**src/rtl/multi_phase_shift_ctrl.sv**
```systemverilog
// rtl/multi_phase_shift_ctrl.sv - round-robin single-step DCM phase-shift sequencer for NUM_CH channels
// Optional WAIT timeout is built in when macro MPS_TIMEOUT_EN is defined.
module multi_phase_shift_ctrl #(
  parameter int NUM_CH     = 2,
  parameter int PW         = 9,
  parameter int PS_MAX     = 255,
  parameter int PS_TIMEOUT = 1023
) (
  input  logic                 clk_usb,
  input  logic                 reset_n,
  input  logic [NUM_CH-1:0]    load_i,
  input  logic [NUM_CH*PW-1:0] value_i,
  output logic [NUM_CH*PW-1:0] value_o,
  output logic [NUM_CH-1:0]    done_o,
  output logic                 busy_o,
  output logic [NUM_CH-1:0]    dcm_psen_o,
  output logic [NUM_CH-1:0]    dcm_psincdec_o,
  input  logic [NUM_CH-1:0]    dcm_psdone_i,
  input  logic [NUM_CH-1:0]    dcm_ovf_i,
  output logic [NUM_CH-1:0]    err_o,
  input  logic                 err_clr_i
);

  localparam int CW = (NUM_CH > 1) ? $clog2(NUM_CH) : 1;

  typedef enum logic [1:0] {IDLE, STEP, WAIT} state_t;

  state_t               state;
  logic signed [PW-1:0] req [NUM_CH];
  logic signed [PW-1:0] act [NUM_CH];
  logic [CW-1:0]        gnt;
  logic [CW-1:0]        ptr;
  logic [CW-1:0]        sel;
  logic                 sel_found;
  logic                 sel_dir;
  logic                 dir;
  logic [NUM_CH-1:0]    pending;

`ifdef MPS_TIMEOUT_EN
  localparam int TW = $clog2(PS_TIMEOUT + 1);
  logic [TW-1:0] wait_cnt;
`endif

  function automatic logic signed [PW-1:0] clamp(input logic signed [PW-1:0] v);
    int vi;
    vi = int'(v);
    if (vi > PS_MAX) vi = PS_MAX;
    else if (vi < -PS_MAX) vi = -PS_MAX;
    return PW'(vi);
  endfunction

  always_comb begin
    value_o = '0;
    for (int i = 0; i < NUM_CH; i++) value_o[i*PW +: PW] = act[i];
  end

  // Round-robin search starts at ptr, the channel after the last grant.
  always_comb begin
    int idx;
    idx       = 0;
    pending   = '0;
    sel_found = 1'b0;
    sel       = '0;
    for (int i = 0; i < NUM_CH; i++) pending[i] = (req[i] != act[i]) && !err_o[i];
    for (int k = 0; k < NUM_CH; k++) begin
      idx = int'(ptr) + k;
      if (idx >= NUM_CH) idx = idx - NUM_CH;
      if (!sel_found && pending[idx[CW-1:0]]) begin
        sel_found = 1'b1;
        sel       = idx[CW-1:0];
      end
    end
    sel_dir = (req[sel] > act[sel]);
  end

  always_ff @(posedge clk_usb or negedge reset_n) begin
    if (!reset_n) begin
      state          <= IDLE;
      gnt            <= '0;
      ptr            <= '0;
      dir            <= 1'b0;
      busy_o         <= 1'b0;
      dcm_psen_o     <= '0;
      dcm_psincdec_o <= '0;
      err_o          <= '0;
      done_o         <= '1;
      for (int i = 0; i < NUM_CH; i++) begin
        req[i] <= '0;
        act[i] <= '0;
      end
`ifdef MPS_TIMEOUT_EN
      wait_cnt <= '0;
`endif
    end else begin
      for (int i = 0; i < NUM_CH; i++) begin
        if (load_i[i]) req[i] <= clamp(value_i[i*PW +: PW]);
        if (err_clr_i) err_o[i] <= 1'b0;
        done_o[i] <= (act[i] == req[i]) && !(busy_o && (gnt == CW'(i)));
      end

      case (state)
        IDLE: begin
          if (sel_found) begin
            gnt                 <= sel;
            ptr                 <= (int'(sel) == NUM_CH - 1) ? '0 : sel + CW'(1);
            dir                 <= sel_dir;
            busy_o              <= 1'b1;
            dcm_psen_o          <= '0;
            dcm_psen_o[sel]     <= 1'b1;
            dcm_psincdec_o      <= '0;
            dcm_psincdec_o[sel] <= sel_dir;
            state               <= STEP;
          end
        end
        STEP: begin
          dcm_psen_o <= '0;
          state      <= WAIT;
`ifdef MPS_TIMEOUT_EN
          wait_cnt   <= '0;
`endif
        end
        WAIT: begin
          // Error set comes after the clear loop above, so it wins.
          if (dcm_psdone_i[gnt]) begin
            if (dcm_ovf_i[gnt]) err_o[gnt] <= 1'b1;
            else if (dir) act[gnt] <= act[gnt] + PW'(1);
            else act[gnt] <= act[gnt] - PW'(1);
            busy_o         <= 1'b0;
            dcm_psincdec_o <= '0;
            state          <= IDLE;
          end
`ifdef MPS_TIMEOUT_EN
          else if (wait_cnt == TW'(PS_TIMEOUT - 1)) begin
            err_o[gnt]     <= 1'b1;
            busy_o         <= 1'b0;
            dcm_psincdec_o <= '0;
            state          <= IDLE;
          end else begin
            wait_cnt <= wait_cnt + TW'(1);
          end
`endif
        end
        default: state <= IDLE;
      endcase
    end
  end

endmodule

```
**config.mk**
```make
export PLATFORM = sky130hd
export DESIGN_NAME = multi_phase_shift_ctrl
export DESIGN_NICKNAME = d
export VERILOG_FILES = /design/src/rtl/multi_phase_shift_ctrl.sv
export SDC_FILE = /design/constraint.sdc
export NUM_CORES = 1
export LEC_CHECK = 0
export BUFFER_PORTS_ARGS = -buffer_cell sky130_fd_sc_hd__buf_2
export CORE_MARGIN = 2
export CORE_UTILIZATION = 56
export CTS_CLUSTER_DIAMETER = 150
export CTS_CLUSTER_SIZE = 24
export DETAILED_ROUTE_END_ITERATION = 16
export PLACE_DENSITY = 0.8
export SYNTH_ARGS = -nofsm -noshare
export SYNTH_HDL_FRONTEND = slang
export SYNTH_SLANG_ARGS = --single-unit
```
**constraint.sdc**
```tcl
create_clock -name clk_usb -period 4.4 [get_ports clk_usb]
set_input_delay 0.22 -clock clk_usb [delete_from_list [all_inputs] [get_ports clk_usb]]
set_output_delay 0.22 -clock clk_usb [all_outputs]
set_load 0.1 [all_outputs]
```
==> results.sh <==
export IMPL_status="completed"
export IMPL_cts_buffers=5
export IMPL_gr_usage_all_layers_pct=25.59
export IMPL_netlist_instances=312
export IMPL_dr_pass1_iters=4
export IMPL_fp_row_count=26
export IMPL_critPathTopFamily="compound AO/OA/AOI/OAI gates"
export IMPL_syn2layout_area_growth_pct=11.78
export IMPL_synth_cell_type_count=46
export IMPL_fmax_mhz=265.8
export IMPL_dp_slack_ns=0.7264
export IMPL_routedWlPerCell_um=16.48
export IMPL_grt_overflow_total=0
export IMPL_num_vias=2443
export IMPL_synth_edf_count=0
export IMPL_slew_headroom_pct=27.44
export IMPL_cp_max_fo=27
export IMPL_wirelength_um=7085
export IMPL_clk_latency_ns=0.30
export IMPL_met2_usage_pct=42.93
export IMPL_core_um2=5172
export IMPL_synthAdderAreaFrac_pct=5.337
export IMPL_required_ns=4.59
export IMPL_synth_top_family_by_area="simple AND/OR/NAND/NOR gates"
export IMPL_htree_levels=2
export IMPL_antenna_found_initial=0
export IMPL_synth_fp_nets=352
export IMPL_placed_area_um2=3327
export IMPL_critPathSlowestCell="dfrtp_1"
export IMPL_synthFlopType="dfrtp_1"
export IMPL_drtIter0Drc=124
export IMPL_fin_hold_ws_ns=0.1151
export IMPL_synth_top_cell_area_share_pct=39.41
export IMPL_dieArea_um2=6049
export IMPL_cts_root_buffer="clkbuf_8"
export IMPL_critPathArrivalTime_ns=3.96
export IMPL_cts_sinks=50
export IMPL_setup_violations=0
export IMPL_tns_ns=0
export IMPL_critical_path_cell_chain="xor2_1, nor4_2, nand4_1, a311o_1, buf_4, nand2_1, o21ai_0, ha_1, nor2b_1, o211ai_1, a31oi_1, a2111oi_0, o22ai_1, mux2_2"
export IMPL_async_flop_share_pct=100.0
export IMPL_num_io_pins=54
export IMPL_grt_busiest_layer="met2"
export IMPL_fin_area_um2=3407
export IMPL_layout_drive_gt1_share_pct=24.17
export IMPL_path_clk_slew_ns=0.09
export IMPL_vias_per_cell=5.681
export IMPL_grt_max_degree=51
export IMPL_die_h_um=77.78
export IMPL_synth_simple_area_share_pct=17.12
export IMPL_portBuffers=53
export IMPL_cts_resized=0
export IMPL_grtUsageMet1_pct=32.93
export IMPL_seq_area_frac_synth_pct=41.13
export IMPL_post_synth_top_area_cell="dfrtp_1"
export IMPL_cts_tree="built"
export IMPL_critPathKind="flip-flop to flip-flop"
export IMPL_endpoint_kind="flip-flop"
export IMPL_critPathLaunchType="flip-flop"
export IMPL_finalCriticalPeriod_ns=3.763
export IMPL_drv_cap=0
export IMPL_cts_path_max_buffers=2
export IMPL_die_w_um=77.78
export IMPL_syn_area_um2=3048
export IMPL_n_antenna_cell=0
export IMPL_synth_area_per_cell_um2=9.769
export IMPL_synth_area_top_cells="dfrtp_1, ha_1, mux2_2, o21ai_0, xnor2_1"
export IMPL_worst_slack_ns=0.6371
export IMPL_worstMarginPinSlew_ns=1.088
export IMPL_synth_warnings=0
export IMPL_post_cts_buffers=0
export IMPL_place_hpwl_um=5362
export IMPL_cpPeakStageDelay_ns=0.50
export IMPL_grt_pass1_vias=2473
export IMPL_fin_crit_sh_pct=85.52
export IMPL_grt_pass1_wl_um=12100
export IMPL_place_gp_congestion=0.9303
export IMPL_nets=399
export IMPL_synth_seq_cells=50
export IMPL_crit_buf_inv=1
export IMPL_postRouteAntennaNets=0
export IMPL_cts_hold_buf=0
export IMPL_synthMuxAreaShare_pct=10.88
export IMPL_initial_core_util_pct=58.93
export IMPL_remaining_drc_errors=0
export IMPL_met3_usage_pct=4.070
export IMPL_clock_skew_ns=0.009180
export IMPL_finalHoldViolCount=0
export IMPL_synth_compound_area_share_pct=11.90
export IMPL_grt_setup_unrepaired="false"
export IMPL_worstHoldPathType="primary input to async pin"
export IMPL_maxSlewViolCount=0
export IMPL_synthXorXnorAreaFrac_pct=7.759
==> metal layers <==
metal	share of wire, %	vias up	wire, um
li1	-	1180	-
met1	44	1160	3093
met2	48	86	3427
met3	5.1	17	360
met4	2.9	0	203
met5	0	-	0
==> worst register-to-register path: cells and delay by family (launching register included) <==
family	cells	cell delay, ns
flops	1	0.50
mux	1	0.30
buf+inv	1	0.24
compound gates	6	1.35
simple gates	4	0.74
fa+ha+maj	1	0.33
xor+xnor	1	0.20
==> registers in the layout (all words and copies together) (netlist names), named ones only <==
name,cells
req,18
state,2
busy_o,1
done_o,2
dcm_psen_o,2
ptr,1
err_o,2
dcm_psincdec_o,2
value_o,16
gnt,1
dir,1
==> synthesized netlist by cell type, types with 2 or more instances <==
library cell and count:
dfrtp_1 48, o21ai_0 28, nand2_1 27, inv_1 24, xnor2_1 15, mux2_2 14
nand3b_1 14, nor2_1 14, ha_1 13, mux2i_1 13, xor2_1 12, a21oi_1 11
clkbuf_1 9, nor3_1 7, nand2b_1 5, nand4_1 5, a31oi_1 4, and3_1 4
buf_6 4, nor2b_1 4, or4_1 4, a21o_1 2, a32o_1 2, buf_2 2
dfstp_2 2, mux2_4 2, nor4_2 2, o22ai_1 2, or3_1 2
==> logic make-up (layout without fill, tap and decap cells) <==
| logic type | Yosys count | in the layout |
|---|---|---|
| xor+xnor | 27 | 27 |
| fa+ha+maj | 13 | 13 |
| simple gates | 94 | 94 |
| compound gates | 59 | 59 |
| buf+inv | 39 | 87 |
| flops | 50 | 50 |
| mux | 30 | 30 |
==> stage by stage <==
| step | std cells | util (%) |
|---|---|---|
| 2_1_floorplan | 312 | - |
| 3_3_place_gp | 422 | 64.32 |
| 3_5_place_dp | 422 | 64.32 |
| 4_1_cts | 430 | 65.87 |
| 5_1_grt | 430 | 65.87 |
| 6_report | 430 | 65.87 |
==> layout make-up <==
| cell class | count | area [um^2] |
|---|---|---|
| clock buffer | 8 | 80.08 |
| fill | 444 | 1765 |
| inverter | 24 | 90.09 |
| multi-input combinational | 223 | 1615 |
| sequential | 50 | 1254 |
| tap | 70 | 87.58 |
| timing repair buffer | 55 | 280.3 |
==> placed cells by master, fill, tap and decap left out, drive strengths merged, types with 2 or more instances in the layout <==
| cell type | Yosys | final |
|---|---|---|
| or3 | 2 | 2 |
| xnor2 | 15 | 15 |
| nand2b | 5 | 5 |
| nor4 | 3 | 3 |
| a21oi | 11 | 11 |
| nor2b | 4 | 4 |
| ha | 13 | 13 |
| nand3b | 14 | 14 |
| a31o | 2 | 2 |
| and3 | 4 | 4 |
| nor3 | 8 | 8 |
| xor2 | 12 | 12 |
| o21ai | 28 | 28 |
| mux2i | 14 | 14 |
| nand2 | 27 | 27 |
| clkbuf | 9 | 8 |
| nand4 | 5 | 5 |
| nor2 | 15 | 15 |
| mux2 | 16 | 16 |
| a21o | 2 | 2 |
| buf | 6 | 55 |
| or4 | 4 | 4 |
| dfrtp | 48 | 48 |
| a32o | 2 | 2 |
| a31oi | 4 | 4 |
| inv | 24 | 24 |
| dfstp | 2 | 2 |
| o22ai | 3 | 3 |
==> worst paths after layout <==
check,endpoint,start,depth (start not counted),slack [ns]
setup reg to reg,dir,value_o[5],14,0.64
setup / recovery,dir,value_o[5],14,0.64
hold / removal,dcm_psen_o[0],reset_n,1,0.12
max in group asynchronous,value_o[11],reset_n,1,3.61
min in group clk_usb,err_o[1],err_clr_i,2,0.12
hold reg to reg,done_o[0],busy_o,1,0.50
Power is left out: the tool's default activity adds up to more than one toggle a clock period on the data nets, which glitch-free logic cannot reach.
